File: config.mk
export PLATFORM = sky130hd
export DESIGN_NAME = memory_router
export DESIGN_NICKNAME = d
export VERILOG_FILES = /design/src/rtl/mem_pkg.sv /design/src/rtl/memory_router_write_stage.sv /design/src/rtl/memory_router.sv
export SDC_FILE = /design/constraint.sdc
export NUM_CORES = 1
export LEC_CHECK = 0
export ABC_AREA = 1
export BUFFER_PORTS_ARGS = -buffer_cell sky130_fd_sc_hd__clkbuf_2
export CORE_AREA = 4 4 133 135
export CTS_CLUSTER_SIZE = 40
export DETAILED_ROUTE_END_ITERATION = 8
export DIE_AREA = 0 0 137 139
export PLACE_DENSITY = 0.66
export SLEW_MARGIN = 10
export SYNTH_ARGS = -nofsm -noshare
export SYNTH_HDL_FRONTEND = slang
export SYNTH_SLANG_ARGS = --single-unit
File: constraint.sdc
create_clock -name clock -period 4.4 [get_ports clock]
set_input_delay 0.44 -clock clock [delete_from_list [all_inputs] [get_ports clock]]
set_output_delay 0.44 -clock clock [all_outputs]
set_load 0.02 [all_outputs]
File: src/rtl/mem_pkg.sv
// Shared types and address-map helpers for the memory router.
// The map is defined on the two most significant address bits:
//   0x -> ROM, 10 -> RAM, 11 -> memory-mapped IO.
package mem_pkg;

    typedef enum logic [1:0] {
        REG_ROM,
        REG_RAM,
        REG_IO
    } region_t;

    typedef enum logic [1:0] {
        IDLE,
        MEM_WAIT,
        IO_WAIT,
        RESP
    } rd_state_t;

    // Region tags, compared against addr[ADDR_W-1 -: 2]
    localparam logic [1:0] RAM_TAG = 2'b10;
    localparam logic [1:0] IO_TAG  = 2'b11;

    function automatic region_t decode_region(input logic [1:0] top);
        if (!top[1])
            return REG_ROM;
        else if (top == IO_TAG)
            return REG_IO;
        else
            return REG_RAM;
    endfunction

endpackage

File: src/rtl/memory_router_write_stage.sv
// One-entry registered write stage.
// Ports:
//   clock, reset            clock / async active-high reset
//   wr_req_i, wr_addr_i,    incoming CPU write (always accepted)
//   wr_data_i
//   rd_req_i, rd_addr_i     current read request, for the hazard compare
//   hazard_o                a read targets the staged write address
//   wr_err_o                staged write hits ROM and is dropped
//   ram_wren_o, ram_wraddr_o, wdata_o   RAM write strobe / address / data
//   io_wen_o, io_local_o    per-channel IO write strobe and local address
module mem_write_stage
    import mem_pkg::*;
#(
    parameter int ADDR_W = 16,
    parameter int DATA_W = 16,
    parameter int N_IO   = 4,
    parameter int IO_AW  = 12,
    parameter int CH_W   = 2
) (
    input  logic              clock,
    input  logic              reset,
    input  logic              wr_req_i,
    input  logic [ADDR_W-1:0] wr_addr_i,
    input  logic [DATA_W-1:0] wr_data_i,
    input  logic              rd_req_i,
    input  logic [ADDR_W-1:0] rd_addr_i,
    output logic              hazard_o,
    output logic              wr_err_o,
    output logic              ram_wren_o,
    output logic [ADDR_W-3:0] ram_wraddr_o,
    output logic [DATA_W-1:0] wdata_o,
    output logic [N_IO-1:0]   io_wen_o,
    output logic [IO_AW-1:0]  io_local_o
);

    logic              vld_q, vld_d;
    logic [ADDR_W-1:0] addr_q, addr_d;
    logic [DATA_W-1:0] data_q, data_d;
    region_t           rgn;
    logic [CH_W-1:0]   ch;

    always_comb begin
        vld_d  = wr_req_i;
        addr_d = addr_q;
        data_d = data_q;
        if (wr_req_i) begin
            addr_d = wr_addr_i;
            data_d = wr_data_i;
        end
    end

    always_ff @(posedge clock or posedge reset) begin
        if (reset) begin
            vld_q  <= 1'b0;
            addr_q <= '0;
            data_q <= '0;
        end else begin
            vld_q  <= vld_d;
            addr_q <= addr_d;
            data_q <= data_d;
        end
    end

    assign rgn = decode_region(addr_q[ADDR_W-1 -: 2]);
    // With a single channel there are no channel-select bits
    assign ch  = (N_IO > 1) ? addr_q[ADDR_W-3 -: CH_W] : '0;

    assign hazard_o     = vld_q && rd_req_i && (rd_addr_i == addr_q);
    assign wr_err_o     = vld_q && (rgn == REG_ROM);
    assign ram_wren_o   = vld_q && (rgn == REG_RAM);
    assign ram_wraddr_o = addr_q[ADDR_W-3:0];
    assign wdata_o      = data_q;
    assign io_local_o   = addr_q[IO_AW-1:0];

    always_comb begin
        io_wen_o = '0;
        for (int i = 0; i < N_IO; i++)
            io_wen_o[i] = vld_q && (rgn == REG_IO) && (ch == CH_W'(i));
    end

endmodule

File: src/rtl/memory_router.sv
// Routes one CPU read port and one CPU write port to ROM, RAM and N_IO
// memory-mapped IO channels.
// Ports:
//   clock, reset                      clock / async active-high reset
//   rd_req/rd_addr/rd_ready           read request handshake
//   rd_valid/rd_data/rd_err           one-cycle read response (err = IO timeout)
//   wr_req/wr_addr/wr_data/wr_ready   write port (never stalls)
//   wr_err                            pulse when a ROM write is dropped
//   rom_addr/rom_q                    ROM macro (registered, MEM_LAT latency)
//   ram_rdaddr/ram_q                  RAM read side
//   ram_wraddr/ram_wdata/ram_wren     RAM write side
//   io_addr/io_wdata/io_wen/io_ren    flattened per-channel IO request buses
//   io_rdata/io_rvalid                flattened per-channel IO responses
module memory_router
    import mem_pkg::*;
#(
    parameter int ADDR_W     = 16,
    parameter int DATA_W     = 16,
    parameter int N_IO       = 4,
    parameter int MEM_LAT    = 1,
    parameter int IO_TIMEOUT = 15,
    parameter int IO_AW      = ADDR_W - 2 - $clog2(N_IO)
) (
    input  logic                   clock,
    input  logic                   reset,
    input  logic                   rd_req,
    input  logic [ADDR_W-1:0]      rd_addr,
    output logic                   rd_ready,
    output logic                   rd_valid,
    output logic [DATA_W-1:0]      rd_data,
    output logic                   rd_err,
    input  logic                   wr_req,
    input  logic [ADDR_W-1:0]      wr_addr,
    input  logic [DATA_W-1:0]      wr_data,
    output logic                   wr_ready,
    output logic                   wr_err,
    output logic [ADDR_W-2:0]      rom_addr,
    input  logic [DATA_W-1:0]      rom_q,
    output logic [ADDR_W-3:0]      ram_rdaddr,
    output logic [ADDR_W-3:0]      ram_wraddr,
    output logic [DATA_W-1:0]      ram_wdata,
    output logic                   ram_wren,
    input  logic [DATA_W-1:0]      ram_q,
    output logic [N_IO*IO_AW-1:0]  io_addr,
    output logic [N_IO*DATA_W-1:0] io_wdata,
    output logic [N_IO-1:0]        io_wen,
    output logic [N_IO-1:0]        io_ren,
    input  logic [N_IO*DATA_W-1:0] io_rdata,
    input  logic [N_IO-1:0]        io_rvalid
);

    localparam int CH_W  = (N_IO > 1) ? $clog2(N_IO) : 1;
    localparam int TMR_W = $clog2(IO_TIMEOUT + 1);

    rd_state_t         state_q, state_d;
    region_t           rgn_q, rgn_d;
    logic [CH_W-1:0]   ch_q, ch_d;
    logic [ADDR_W-2:0] addr_q, addr_d;
    logic [1:0]        cnt_q, cnt_d;
    logic [TMR_W-1:0]  tmr_q, tmr_d;
    logic [DATA_W-1:0] rdata_q, rdata_d;
    logic              err_q, err_d;

    region_t           rd_rgn;
    logic [CH_W-1:0]   rd_ch;
    logic              hazard, accept;
    logic [ADDR_W-2:0] raddr;

    logic              wr_hit_ram;
    logic [ADDR_W-3:0] st_wraddr;
    logic [DATA_W-1:0] st_wdata;
    logic [N_IO-1:0]   st_io_wen;
    logic [IO_AW-1:0]  st_io_local;

    assign rd_rgn = decode_region(rd_addr[ADDR_W-1 -: 2]);
    assign rd_ch  = (N_IO > 1) ? rd_addr[ADDR_W-3 -: CH_W] : '0;
    assign accept = rd_req && rd_ready;

    mem_write_stage #(
        .ADDR_W (ADDR_W),
        .DATA_W (DATA_W),
        .N_IO   (N_IO),
        .IO_AW  (IO_AW),
        .CH_W   (CH_W)
    ) u_wstage (
        .clock        (clock),
        .reset        (reset),
        .wr_req_i     (wr_req),
        .wr_addr_i    (wr_addr),
        .wr_data_i    (wr_data),
        .rd_req_i     (rd_req),
        .rd_addr_i    (rd_addr),
        .hazard_o     (hazard),
        .wr_err_o     (wr_err),
        .ram_wren_o   (wr_hit_ram),
        .ram_wraddr_o (st_wraddr),
        .wdata_o      (st_wdata),
        .io_wen_o     (st_io_wen),
        .io_local_o   (st_io_local)
    );

    assign wr_ready   = 1'b1;
    assign ram_wren   = wr_hit_ram;
    assign ram_wraddr = st_wraddr;
    assign ram_wdata  = st_wdata;
    assign io_wen     = st_io_wen;

    // ---------------- state register ----------------
    always_ff @(posedge clock or posedge reset) begin
        if (reset) begin
            state_q <= IDLE;
            rgn_q   <= REG_ROM;
            ch_q    <= '0;
            addr_q  <= '0;
            cnt_q   <= '0;
            tmr_q   <= '0;
            rdata_q <= '0;
            err_q   <= 1'b0;
        end else begin
            state_q <= state_d;
            rgn_q   <= rgn_d;
            ch_q    <= ch_d;
            addr_q  <= addr_d;
            cnt_q   <= cnt_d;
            tmr_q   <= tmr_d;
            rdata_q <= rdata_d;
            err_q   <= err_d;
        end
    end

    // ---------------- next-state logic ----------------
    always_comb begin
        state_d = state_q;
        rgn_d   = rgn_q;
        ch_d    = ch_q;
        addr_d  = addr_q;
        cnt_d   = cnt_q;
        tmr_d   = tmr_q;
        rdata_d = rdata_q;
        err_d   = err_q;
        case (state_q)
            IDLE: begin
                if (accept) begin
                    rgn_d  = rd_rgn;
                    ch_d   = rd_ch;
                    addr_d = rd_addr[ADDR_W-2:0];
                    err_d  = 1'b0;
                    if (rd_rgn == REG_IO) begin
                        state_d = IO_WAIT;
                        tmr_d   = '0;
                    end else begin
                        state_d = MEM_WAIT;
                        cnt_d   = 2'(MEM_LAT);
                    end
                end
            end
            MEM_WAIT: begin
                // The macro registered the address on the accept edge, so
                // its output is valid after MEM_LAT cycles in this state.
                if (cnt_q == 2'd1) begin
                    rdata_d = (rgn_q == REG_ROM) ? rom_q : ram_q;
                    state_d = RESP;
                end else begin
                    cnt_d = cnt_q - 2'd1;
                end
            end
            IO_WAIT: begin
                if (io_rvalid[ch_q]) begin
                    rdata_d = io_rdata[int'(ch_q)*DATA_W +: DATA_W];
                    state_d = RESP;
                end else if (tmr_q == TMR_W'(IO_TIMEOUT)) begin
                    rdata_d = '0;
                    err_d   = 1'b1;
                    state_d = RESP;
                end else begin
                    tmr_d = tmr_q + 1'b1;
                end
            end
            RESP:    state_d = IDLE;
            default: state_d = IDLE;
        endcase
    end

    // ---------------- outputs ----------------
    // The read address follows the port while idle so the registered
    // macros see it on the accept edge, then holds for the transaction.
    assign raddr = (state_q == IDLE) ? rd_addr[ADDR_W-2:0] : addr_q;

    always_comb begin
        rd_ready   = !reset && (state_q == IDLE) && !hazard;
        rd_valid   = (state_q == RESP);
        rd_err     = (state_q == RESP) && err_q;
        rd_data    = rdata_q;
        rom_addr   = raddr;
        ram_rdaddr = raddr[ADDR_W-3:0];
        io_addr    = '0;
        io_wdata   = '0;
        io_ren     = '0;
        for (int i = 0; i < N_IO; i++) begin
            // A staged write owns the channel's address bus in its cycle;
            // otherwise the channel being read sees the read local address.
            if (st_io_wen[i]) begin
                io_addr[i*IO_AW +: IO_AW]   = st_io_local;
                io_wdata[i*DATA_W +: DATA_W] = st_wdata;
            end else if ((state_q == IDLE && rd_rgn == REG_IO && rd_ch == CH_W'(i)) ||
                         (state_q == IO_WAIT && ch_q == CH_W'(i))) begin
                io_addr[i*IO_AW +: IO_AW] = raddr[IO_AW-1:0];
            end
            io_ren[i] = accept && (rd_rgn == REG_IO) && (rd_ch == CH_W'(i));
        end
    end

endmodule

Yosys cells after proc, flatten, opt, wreduce, memory -nomap -nowiden --
Cells that the tools add are included.
Word-level totals: bits in registers 77, bits in latches 0, bits in writable memories 0, memory bits (read-only) 0, output and inout bits 201, memories 0
Operators by class: add/sub/neg operators 2, multipliers 0, div/mod/pow operators 0, order comparisons 1, equality and inequality tests 29, shift operators 1, mux-type cells 43, bitwise operators 0, reduce and logical (&&, ||, !) cells 48
Operators by type and width (number):
- $mux 16 | 8
- $mux 12 | 8
- $shiftx 64x7->16 | 1
- $pmux 16 s2 | 1
- $logic_and 1x1->1 | 27
- $eq 2x2->1 const B | 12
- $mux 2 | 12
- $eq 16x16->1 | 1
- $mux 4 | 4
- $ne 2x2->1 const B | 8
- $mux 15 | 1
- $eq 2x1->1 const B | 6
- $logic_not 2->1 | 6
- $pmux 2 s4 | 1
- $pmux 4 s2 | 1
- $reduce_and 4->1 | 2
- $reduce_and 3->1 | 2
- $reduce_bool 2->1 | 3
- $reduce_and 5->1 | 1
- $add 4x1->4 const B | 1
- $eq 4x4->1 const B | 1
- $logic_or 1x1->1 | 4
- $mux 1 | 4
- $pmux 2 s2 | 1
- 7 further kinds | 8

Logic depth before layout (Yosys ltp) --
Gate-level depths: netlist of the first run.
word-level depth 9, mapped depth 13, gate-level depth less buffers 12

Cells and area by module --
Synthesis of the first run repeated with hierarchy kept, for this count alone.
Unflattened totals: cell total of the unflattened synthesis 999, area total of the unflattened synthesis 6247.2 sq um
Modules (own cells, without submodules):
- memory_router | times used 1, cells an instance 813, area each 4431.8 sq um
- mem_write_stage | times used 1, cells an instance 186, area each 1815.5 sq um

Least setup slack after synthesis of the first run --
No wires, ideal clock.
kind register to output, from register u_wstage.addr_q[15], to output port io_addr[43], arrival 2125 ps, data required time 3960 ps, setup slack 1835 ps, stages on the path, launching flop included 8, cells stage by stage dfrtp_1 inv_1 nor3_1 inv_1 nor3_1 inv_1 clkbuf_1 o21ai_0
On the way: word-level cells in the longest chain between the ends 7
RTL lines:
- from (decl) | line memory_router_write_stage.sv:37 | logic [ADDR_W-1:0] addr_q, addr_d;
- from (signal assigned) | line memory_router_write_stage.sv:59 | addr_q <= addr_d;
- $eq 2x2->1 | line mem_pkg.sv:26 | else if (top == IO_TAG)
- $mux 2 | line mem_pkg.sv:26
- $mux 2 (*) | line mem_pkg.sv:24 | if (!top[1])
- $eq 2x2->1 (*) | line memory_router_write_stage.sv:78 | io_wen_o[i] = vld_q && (rgn == REG_IO) && (ch == CH_W'(i));
- $logic_and 1x1->1 (*) (2 in a row) | line memory_router_write_stage.sv:78
- named net io_wen[3] | line memory_router.sv:46 | output logic [N_IO-1:0] io_wen,
- $mux 12 (*) | line memory_router.sv:202 | if (st_io_wen[i]) begin
- to (decl) | line memory_router.sv:44 | output logic [N_IO*IO_AW-1:0] io_addr,
Mark *: on every way through the listed nets, which the timed path passes. The rest lies on a longest branch.

Worst setup path in the final report of the first run --
from register state_q[0], to output port io_addr[17]
On the way: word-level cells in the longest chain between the ends 6
RTL lines:
- from (decl) | line memory_router.sv:55 | rd_state_t state_q, state_d;
- from (signal assigned) | line memory_router.sv:120 | state_q <= state_d;
- $logic_not 2->1 | line memory_router.sv:187, memory_router.sv:205
- $logic_and 1x1->1 (2 in a row) | line memory_router.sv:205 | end else if ((state_q == IDLE && rd_rgn == REG_IO && rd_ch == CH_W'(i)) ||
- $logic_or 1x1->1 | line memory_router.sv:205
- $mux 12 (*) | line memory_router.sv:205
- $mux 12 (*) | line memory_router.sv:202
Mark *: on every way between the ends. The rest lies on a longest branch, timed or not.

==> metrics.md, run 1 <==
| Metric | Value |
|---|---|
| Clock Sink Count | `75` |
| Initial DRC count | `453` |
| YS warnings | `0` |
| Placer Congestion | `0.904` |
| Worst reg-to-reg path cell count | `11` |
| EDFF count, synth | `0` |
| Worst slew margin | `0.197` |
| Worst EP required | `3960 ps` |
| Worst reg2reg endpoint | `rd_data[7]` |
| Hold crit path type | `in -> reg` |
| Status | `finished, final reports clean` |
| CTS Hold Bufs | `0` |
| Vias per std cell | `5.02` |
| Die area | `19000 sq um` |
| Worst Hold End | `u_wstage.addr_q[1]` |
| Util after Layout | `0.447` |
| Vias in the first global route | `6511` |
| Root Buffer | `clkbuf_16` |
| TNS Setup | `0 ps` |
| Post-Syn Instances | `830` |
| Drt pass-1 iters | `6` |
| Crit end category | `output pin` |
| Total GRT Usage | `0.243` |
| CTS clk-pin slew, worst paths | `60 ps` |
| Critical path class | `reg -> out` |
| R2r startpoint | `ch_q[0]` |
| WL/cell | `17.8 um` |
| Max Fclk | `276 MHz` |
| Worst R2R Setup Slack | `1530 ps` |
| Max Cap Viol | `0` |
| Final hold viol count | `0` |
| Pins Over Slew Limit | `0` |
| Post-CTS sizing | `0` |
| Core ar. | `16500 sq um` |
| DRC violations left | `0` |
| DRT Wirelength | `24000 um` |
| Worst setup SP type | `register` |
| Share of layout cells above drive strength 1 | `0.347` |
| Die H | `139 um` |
| Peak VDD IR | `0.287 mV` |
| # setup viols final | `0` |
| Critical path arrival | `3190 ps` |
| Predominant post-synthesis flop cell | `dfrtp_1` |
| I/O Pins | `353` |
| Cell variety after synth | `29` |
| Routed Antenna Nets | `0` |
| Crit Path Max Fanout | `22` |
| # fillers | `1757` |
| Share of the synthesized area in the top cell type | `0.349` |
| First-pass GRT wire length | `35700 um` |
| Die Span X | `137 um` |
| Ant diodes | `0` |
| Most frequent cell on the critical path | `inv_1` |
| Antenna violations before repair | `0` |
| Remaining global-route overflow | `0` |
| Port bufs | `351` |
| Min Tclk post-route | `3630 ps` |
| Synth Cell Area | `5380 sq um` |
| H-tree depth | `3` |
| Nets | `1279` |
| DP HPWL | `18700 um` |
| Worst-Margin Slew | `1200 ps` |
| Area grow syn2layout | `36.7%` |
| Hold Path Depth | `3` |
| Power Density | `602 nW/um^2` |
| Starting Density | `0.327` |
| Worst path cell trace | `inv_1 > ha_1 > inv_1 > o31ai_2 > nand3_1 > o21ai_0 > clkbuf_2` |
| Period utilization | `0.824` |
| Area leader, netlist | `dfrtp_1` |
| FF+latch count, synth | `75` |
| Syn_area_per_cell | `6.48 sq um` |
| CTS tree | `done` |
| RSZ-0062 raised after global routing | `no` |
| Largest net degree at the start of global routing | `66` |
| Worst-Skew Late Latency | `340 ps` |
| Clock buffer depth | `2` |
| Num CTS Buffers | `9` |
| CP max stage delay | `1050 ps` |
| Synth top area cells | `dfrtp_1, nand2_1, o21ai_0` |
| Via count | `6756` |
| Post-CTS setup repair buffer count | `0` |
| Skew final | `8.15 ps` |
| CP max-delay cell | `o31ai_2` |
| Synth async-reset ratio | `1.00` |
| FP Rows | `47` |
| Leakage | `4.13 nW` |
| Post-synthesis sequential area ratio | `0.349` |
| Post-Syn Nets | `989` |
| Hold_sp | `wr_addr[1]` |
-- flip-flops by register name (all words and copies together), names as in the netlist --
register          count
err_q                 1
u_wstage.wdata_o     16
ch_q                  1
state_q               2
cnt_q                 2
u_wstage.addr_q      16
rd_data              16
addr_q               14
rgn_q                 2
tmr_q                 4
u_wstage.vld_q        1
-- area by class of cell --
cell class | instances | area [sq um] | area share
Multi-Input combinational cell | 600 | 2790 | 0.380
Sequential cell | 75 | 1880 | 0.255
Timing Repair Buffer | 356 | 1790 | 0.244
Inverter | 78 | 294 | 0.0400
Tap cell | 220 | 275 | 0.0374
Clock buffer | 10 | 229 | 0.0311
Clock inverter | 6 | 90.1 | 0.0123
-- placed cells by master, fill, tap and decap left out, drive strengths merged --
| cell type | instances |
|---|---|
| o32ai | 1 |
| inv | 77 |
| or2 | 1 |
| o22ai | 16 |
| a32o | 1 |
| conb | 1 |
| clkinv | 4 |
| clkbuf | 361 |
| bufinv | 2 |
| nand4 | 4 |
| a21oi | 20 |
| o21a | 1 |
| o21ai | 139 |
| nand2 | 225 |
| ha | 7 |
| nor2 | 97 |
| clkinvlp | 1 |
| dfrtp | 75 |
| buf | 5 |
| nor3 | 8 |
| nand3 | 61 |
| a221oi | 16 |
| o31ai | 2 |
-- through the flow --
stage,instances,hold slack (ps),power (mW),worst slack (ps),instance area [sq um]
6_report,1345,299,4.43,773,7350
5_1_grt,1345,291,4.78,622,7350
4_1_cts,1345,288,4.46,865,7350
3_5_place_dp,1329,464,3.63,1250,7030
3_3_place_gp,1329,462,3.61,1300,7030
2_1_floorplan,830,442,2.88,1830,5380
-- kinds of logic after synthesis --
logic type,share of synthesized area
and+or+nand+nor,0.297
DFF,0.349
buffers and inverters,0.135
adders and majority gates,0.0163
AOI/OAI and AO/OA,0.202
other,0.000697
-- worst max-delay path, delay by kind of cell, from the launching register on --
family | cells | cell delay (ps)
buffers and inverters | 3 | 720
AOI/OAI and AO/OA | 2 | 1190
adders and majority gates | 1 | 350
and+or+nand+nor | 1 | 160
DFF | 1 | 410
-- how the worst max path moves through the flow --
| stage | from | to | slack (ps) |
|---|---|---|---|
| final | state_q[0] | io_addr[17] | 770 |
| after global routing | state_q[0] | io_addr[15] | 620 |
| after CTS | state_q[0] | io_addr[20] | 860 |
| after detailed placement | state_q[0] | io_addr[20] | 1250 |
| after global placement | state_q[0] | io_addr[23] | 1300 |
| after floorplan | u_wstage.addr_q[15] | io_addr[43] | 1830 |
-- cell usage after synthesis, drive strengths merged (2+ instances only) --
master and number:
a21oi 20, o21ai 139, dfrtp 75, nand2 225
inv 78, nand4 4, buf 48, nand3 61
o31ai 2, clkbuf 29, o22ai 16, nor2 97
nor3 8, a221oi 16, ha 7
-- power by group --
part           switching (mW)  total [mW]  leakage, nW  internal (mW)
clock network           0.311       0.809        0.153          0.498
logic                    1.82        2.57         3.05          0.749
registers               0.148        1.05        0.929          0.898
total                    2.28        4.43         4.13           2.15
-- per-layer routing --
metal  vias up  wire length, um  GRT usage
met5         -                0          0
met4         0              965      0.105
met3        64             1980     0.0406
met2       372            11900      0.440
met1      3046             9080      0.276
li1       3274                -          -
No activity file was read; power rests on OpenSTA's default activity.
==> run 2: changes to the inputs <==
Settings changed: ABC_AREA 1 to 0, CORE_AREA 4 4 133 135 to 4 4 135 137, DIE_AREA 0 0 137 139 to 0 0 139 141, PLACE_DENSITY 0.66 to 0.65.
Clock period 4.4 ns to 3.6 ns, I/O delays scaled along.
==> run 2 against run 1 <==
  * Core utilization is 0.35 points lower
  * Final cell count fell by 14%
  * Worst setup slack got worse by 180 ps
  * First-iteration DRC count down 55%
  * Design area is 2.8% higher
  * Hold slack got worse by 260 ps
  * Sequential share of layout area decreased by 0.69 points
==> metrics.md, run 2 <==
| Metric | Value |
|---|---|
| First-pass GRT wire length | `33100 um (was 35700 um)` |
| Share of layout cells above drive strength 1 | `0.495 (was 0.347)` |
| Placed Instances | `1134 (was 1329)` |
| Crit end category | `output pin (unchanged)` |
| Final Power | `5.06 mW (was 4.43 mW)` |
| Top-count cell post-synth | `nand2_1 (unchanged)` |
| Leakage | `3.86 nW (was 4.13 nW)` |
| Die area | `19600 sq um (was 19000 sq um)` |
| DRT Wirelength | `21700 um (was 24000 um)` |
| Total GRT Usage | `0.216 (was 0.243)` |
| TNS Setup | `0 ps (unchanged)` |
| Skew final | `9.64 ps (was 8.15 ps)` |
| Status | `finished, final reports clean (unchanged)` |
| Antenna violations before repair | `1 (was 0)` |
| Post-route cell area | `7560 sq um (was 7350 sq um)` |
| CTS tree | `done (unchanged)` |
| Synth async-reset ratio | `1.00 (unchanged)` |
| Starting Density | `0.324 (was 0.327)` |
| Routed Antenna Nets | `0 (unchanged)` |
| Max Cap Viol | `0 (unchanged)` |
| CTS Hold Bufs | `0 (unchanged)` |
| Crit Path Max Fanout | `12 (was 22)` |
| Via count | `5735 (was 6756)` |
| RSZ-0062 raised after global routing | `no (unchanged)` |
| Placed cell area | `7280 sq um (was 7030 sq um)` |
| I/O Pins | `353 (unchanged)` |
| Share of the synthesized area in the top cell type | `0.340 (was 0.349)` |
| Most common cell after layout, fill and taps aside | `clkbuf_2 (unchanged)` |
| Remaining global-route overflow | `0 (unchanged)` |
| H-tree depth | `3 (unchanged)` |
| Area leader, netlist | `dfrtp_1 (unchanged)` |
| Port bufs | `351 (unchanged)` |
| Largest net degree at the start of global routing | `40 (was 66)` |
| DRC violations left | `0 (unchanged)` |
| Synth top area cells | `dfrtp_1, mux2_2, o21ai_0 (was dfrtp_1, nand2_1, o21ai_0)` |
| Core ar. | `17100 sq um (was 16500 sq um)` |
| Period utilization | `0.834` |
| Critical path arrival | `2640 ps (was 3190 ps)` |
| Die H | `141 um (was 139 um)` |
| FF+latch count, synth | `75 (unchanged)` |
| Predominant post-synthesis flop cell | `dfrtp_1 (unchanged)` |
| Placer Congestion | `0.887 (was 0.904)` |
| # setup viols final | `0 (unchanged)` |
| Synth Cell Area | `5520 sq um (was 5380 sq um)` |
| Post-Syn Instances | `616 (was 830)` |
| Initial DRC count | `202 (was 453)` |
| Worst-Skew Late Latency | `330 ps (was 340 ps)` |
| Worst slew margin | `0.273 (was 0.197)` |
| Post-CTS sizing | `0 (unchanged)` |
| Cell variety after synth | `46 (was 29)` |
| Clock Sink Count | `75 (unchanged)` |
| Clock buffer depth | `2 (unchanged)` |
| Final hold viol count | `0 (unchanged)` |
| Hold crit path type | `in -> async (was in -> reg)` |
| Post-Syn Nets | `775 (was 989)` |
| Max Fclk | `333 MHz` |
| Root Buffer | `clkbuf_16 (unchanged)` |
| FP Rows | `48 (was 47)` |
| Critical path class | `reg -> out (unchanged)` |
| Peak VDD IR | `0.353 mV (was 0.287 mV)` |
| Pins Over Slew Limit | `0 (unchanged)` |
| EDFF count, synth | `0 (unchanged)` |
| DP HPWL | `16800 um (was 18700 um)` |
| CTS clk-pin slew, worst paths | `60 ps (about the same)` |
| Vias per std cell | `4.98 (was 5.02)` |
| Most frequent cells in the layout | `clkbuf_2, nand2_1, o21ai_0 (unchanged)` |
| Nets | `1079 (was 1279)` |
| Worst-Margin Slew | `1090 ps (was 1200 ps)` |
| Drt pass-1 iters | `5 (was 6)` |
| Post-CTS setup repair buffer count | `0 (unchanged)` |
| Final Non-Filler Cells | `1151 (was 1345)` |
| YS warnings | `0 (unchanged)` |
| Post-synthesis sequential area ratio | `0.340 (was 0.349)` |
| Num CTS Buffers | `9 (unchanged)` |
| Syn_area_per_cell | `8.97 sq um (was 6.48 sq um)` |
| Power Density | `669 nW/um^2 (was 602 nW/um^2)` |
| Vias in the first global route | `5731 (was 6511)` |
| Synth cell count leaders | `nand2_1, o21ai_0, dfrtp_1 (was nand2_1, o21ai_0, nor2_1)` |
| WHS | `38.0 ps (was 299 ps)` |
| Worst EP required | `3240 ps (was 3960 ps)` |
| Min Tclk post-route | `3000 ps` |
| Worst setup SP type | `register (unchanged)` |
| Die Span X | `139 um (was 137 um)` |
| Area grow syn2layout | `36.8% (was 36.7%)` |
| WL/cell | `18.8 um (was 17.8 um)` |
| # fillers | `1692 (was 1757)` |
==> run 2: changes by cell type after synthesis, sizes merged, moves of 50 or more <==
cell / previous run / this run
nand2: 225 / 93
nor2: 97 / 9
and2: 0 / 65
inv: 78 / 21
nand3: 61 / 8
o21ai: 139 / 88
mux2: 0 / 50
==> run 2: metal layers <==
layer  routed length [um]  track usage
met1                 8260        0.254
met2                11200        0.389
met3                 1790       0.0485
met4                  455       0.0726
met5                    0            0
==> run 2: cells by family after synthesis <==
family,Yosys count,share of synthesized area
AO/OA/AOI/OAI,143,0.150
XOR/XNOR,16,0.0254
adder cells (fa/ha/maj),7,0.0159
buffers and inverters,95,0.0908
flip-flops,75,0.340
multiplexers,82,0.203
other,1,0.000679
AND/OR/NAND/NOR,197,0.175
==> run 2: report_power, final <==
group	switching [mW]	total (mW)	leakage [nW]	internal, mW
logic	1.82	2.90	2.82	1.07
clock network	0.362	0.851	0.136	0.488
registers	0.221	1.31	0.908	1.09
total	2.41	5.06	3.86	2.65
==> run 2: area by class of cell <==
cell class | instances | area [sq um] | area share
antenna | 1 | 2.50 | 0.000331
clock buffer | 11 | 243 | 0.0321
clock inverter | 5 | 35.0 | 0.00464
inverter | 21 | 80.1 | 0.0106
multi-input combinational | 446 | 3160 | 0.418
sequential | 75 | 1880 | 0.248
tap | 225 | 282 | 0.0373
timing repair buffer | 367 | 1880 | 0.248
==> run 2: per-stage QoR <==
| step | utilization | setup WS (ps) |
|---|---|---|
| finish | 0.443 | 597 |
| global route | 0.443 | 309 |
| floorplan | - | 1080 |
| CTS | 0.443 | 464 |
| detailed placement | 0.427 | 821 |
| global placement | 0.427 | 866 |
==> run 2: final timing paths <==
kind,startpoint,slack (ps),cells after the start,endpoint
setup / recovery,state_q[0],600,7,io_addr[11]
hold / removal,reset,40,2,addr_q[14]
setup reg to reg,u_wstage.addr_q[1],870,5,addr_q[8]
hold reg to reg,rd_data[0],480,2,rd_data[0]
max in group asynchronous,reset,2800,3,rd_data[15]
min in group clock,wr_addr[8],250,2,u_wstage.addr_q[8]
==> run 2: critical path, cell delays in order, from the launching register on <==
cell,delay [ps]
dfrtp_1,370
inv_1,100
ha_1,280
inv_1,120
nor3_1,60
o21bai_1,850
o21ai_0,280
clkbuf_2,240
==> run 3: changes to the inputs <==
Clock period 3.6 ns to 2.85 ns, I/O delays scaled along.
==> run 3 against run 2 <==
  * Worst setup slack got worse by 440 ps
  * Die area did not move
  * Count of clock-buffer cells in the layout did not move
  * Global-route usage rose by 0.094 points
  * Sequential share of layout area fell by 0.48 points
  * Register-to-register slack got worse by 460 ps
  * Critical path depth rose by 3
  * Combinational power rose by 27%
  * Largest cell class unchanged
  * Largest power group unchanged
==> metrics.md, run 3 (synthesis results as in run 2) <==
| Metric | Value |
|---|---|
| Status | `finished, final reports clean (unchanged)` |
| DR WL met3 | `1660 um (was 1790 um)` |
| Vias per std cell | `4.99 (was 4.98)` |
| Placer Congestion | `0.879 (was 0.887)` |
| Sw frac | `0.468 (was 0.476)` |
| Clock Sink Count | `75 (unchanged)` |
| # setup viols final | `0 (unchanged)` |
| Worst path cell trace | `inv_1 > ha_2 > nand3_1 > nor2_1 > nand2_1 > o21ai_0 > nand2b_1 > buf_4 > o21ai_0 > clkbuf_2 (was inv_1 > ha_1 > inv_1 > nor3_1 > o21bai_1 > o21ai_0 > clkbuf_2)` |
| Worst slew margin | `0.407 (was 0.273)` |
| Vias in the first global route | `5890 (was 5731)` |
| Port bufs | `351 (unchanged)` |
| Nets | `1091 (was 1079)` |
| Total GRT Usage | `0.217 (was 0.216)` |
| Clock buffer depth | `2 (unchanged)` |
| Die area | `19600 sq um (unchanged)` |
| H-tree depth | `3 (unchanged)` |
| CTS tree | `done (unchanged)` |
| Delay-heaviest family, CP | `buffers and inverters (was compound AO/OA/AOI/OAI gates)` |
| Period utilization | `0.945` |
| Remaining global-route overflow | `0 (unchanged)` |
| Worst-Skew Late Latency | `340 ps (was 330 ps)` |
| Sequential power share | `0.257 (was 0.259)` |
| Root Buffer | `clkbuf_16 (unchanged)` |
| Critical path class | `reg -> out (unchanged)` |
| # fillers | `1663 (was 1692)` |
| CP max stage delay | `410 ps (was 850 ps)` |
| CP max-delay cell | `dfrtp_1 (was o21bai_1)` |
| Die H | `141 um (unchanged)` |
| Num CTS Buffers | `9 (unchanged)` |
| Area grow syn2layout | `39.5% (was 36.8%)` |
| Die Span X | `139 um (unchanged)` |
| WHS | `58.7 ps (was 38.0 ps)` |
| DR top layer | `met4 (unchanged)` |
| Max Fclk | `371 MHz` |
| Levels on crit path | `10 (was 7)` |
| Final Power | `6.53 mW (was 5.06 mW)` |
| Critical path arrival | `2410 ps (was 2640 ps)` |
| Clock power frac | `0.179 (was 0.168)` |
| Antenna violations before repair | `1 (unchanged)` |
| Final hold viol count | `0 (unchanged)` |
| DP Worst Slack | `115 ps (was 821 ps)` |
| Leakage | `3.93 nW (was 3.86 nW)` |
| Worst reg-to-reg path cell count | `6 (was 5)` |
| Combinational fraction of design power | `0.564 (was 0.573)` |
| Pins Over Slew Limit | `0 (unchanged)` |
| Power Density | `847 nW/um^2 (was 669 nW/um^2)` |
| I/O Pins | `353 (unchanged)` |
| DRC violations left | `0 (unchanged)` |
| Max Cap Viol | `0 (unchanged)` |
| Most frequent cell on the critical path | `o21ai_0 (was inv_1)` |
| Starting Density | `0.324 (unchanged)` |
| Worst EP required | `2570 ps (was 3240 ps)` |
| Via count | `5801 (was 5735)` |
| Placed cell area | `7330 sq um (was 7280 sq um)` |
| Most frequent cells in the layout | `clkbuf_2, nand2_1, o21ai_0 (unchanged)` |
| Drt pass-1 iters | `5 (unchanged)` |
| Worst setup SP type | `register (unchanged)` |
| First-pass GRT wire length | `33500 um (was 33100 um)` |
| Skew final | `10.1 ps (was 9.64 ps)` |
| FP Rows | `48 (unchanged)` |
| WL met2 | `11500 um (was 11200 um)` |
| Post-route cell area | `7710 sq um (was 7560 sq um)` |
| Most common cell after layout, fill and taps aside | `clkbuf_2 (unchanged)` |
| Area of the multi-input gates | `3180 sq um (was 3160 sq um)` |
| Cell internal pwr | `3.47 mW (was 2.65 mW)` |
| Share of layout cells above drive strength 1 | `0.508 (was 0.495)` |
| Hold crit path type | `in -> async (unchanged)` |
| Worst Slack Setup Final | `158 ps (was 597 ps)` |
| WP buf/inv | `3 (unchanged)` |
| Initial DRC count | `287 (was 202)` |
| Register Area | `1880 sq um (unchanged)` |
| Crit end category | `output pin (unchanged)` |
| DRT Wirelength | `22000 um (was 21700 um)` |
| Largest net degree at the start of global routing | `40 (unchanged)` |
| WL/cell | `18.9 um (was 18.8 um)` |
| Met1 Wirelength | `8450 um (was 8260 um)` |
| Crit Path Max Fanout | `10 (was 12)` |
| Min Tclk post-route | `2690 ps` |
| Core ar. | `17100 sq um (unchanged)` |
| DP HPWL | `17100 um (was 16800 um)` |
| Worst-Margin Slew | `890 ps (was 1090 ps)` |
| CTS clk-pin slew, worst paths | `60 ps (about the same)` |
| Peak VDD IR | `0.390 mV (was 0.353 mV)` |
| RSZ-0062 raised after global routing | `no (unchanged)` |
| TNS Setup | `0 ps (unchanged)` |
| Routed Antenna Nets | `0 (unchanged)` |
| Switching pwr | `3.06 mW (was 2.41 mW)` |
==> run 3: timing repair <==
action / CTS / global route
endpoints found under the setup margin: 12 / 16
pin swaps: 0 / 2
gates resized for setup: 2 / 5
cloned: 0 / 0
hold buffers: 0 / 0
setup buffers: 0 / 6
==> run 3: per-layer routing <==
| metal | up-vias | track usage |
|---|---|---|
| met4 | 0 | 0.0664 |
| met1 | 2767 | 0.254 |
| met5 | - | 0 |
| met2 | 281 | 0.396 |
| li1 | 2732 | - |
| met3 | 21 | 0.0482 |
==> run 3: layout make-up <==
class	instances	area share
Antenna cell	1	0.000325
Timing Repair Buffer	379	0.257
Sequential cell	75	0.244
Inverter	21	0.0104
Clock buffer	11	0.0315
Multi-Input combinational cell	446	0.413
Tap cell	225	0.0365
Clock inverter	5	0.00779
==> run 3: worst paths after layout <==
kind | endpoint | startpoint | slack (ps)
min | state_q[0] | reset | 60
min in group clock | u_wstage.addr_q[12] | wr_addr[12] | 160
max reg2reg | addr_q[11] | u_wstage.addr_q[1] | 410
min reg2reg | rd_data[15] | rd_data[15] | 480
max in group asynchronous | u_wstage.addr_q[1] | reset | 1980
max | io_addr[14] | state_q[0] | 160
==> run 3: stage by stage <==
step,instances,utilization
6_report,1163,0.452
5_1_grt,1163,0.452
4_1_cts,1156,0.448
3_5_place_dp,1140,0.430
3_3_place_gp,1140,0.430
2_1_floorplan,616,-
==> run 3: power by group through the flow <==
stage,sequential [mW],combinational (mW),clock (mW)
6_report,1.68,3.68,1.17
5_1_grt,1.73,4.02,1.25
4_1_cts,1.68,3.71,1.20
3_5_place_dp,1.69,3.69,0
3_3_place_gp,1.67,3.66,0
2_1_floorplan,1.74,2.55,0
==> run 3: worst reg2reg max path: stages (launching register included) <==
cell      delay, ps
dfrtp_1         460
xnor2_1         210
nand4_1         170
or4_4           630
o211ai_4        290
buf_12          200
mux2_2          340
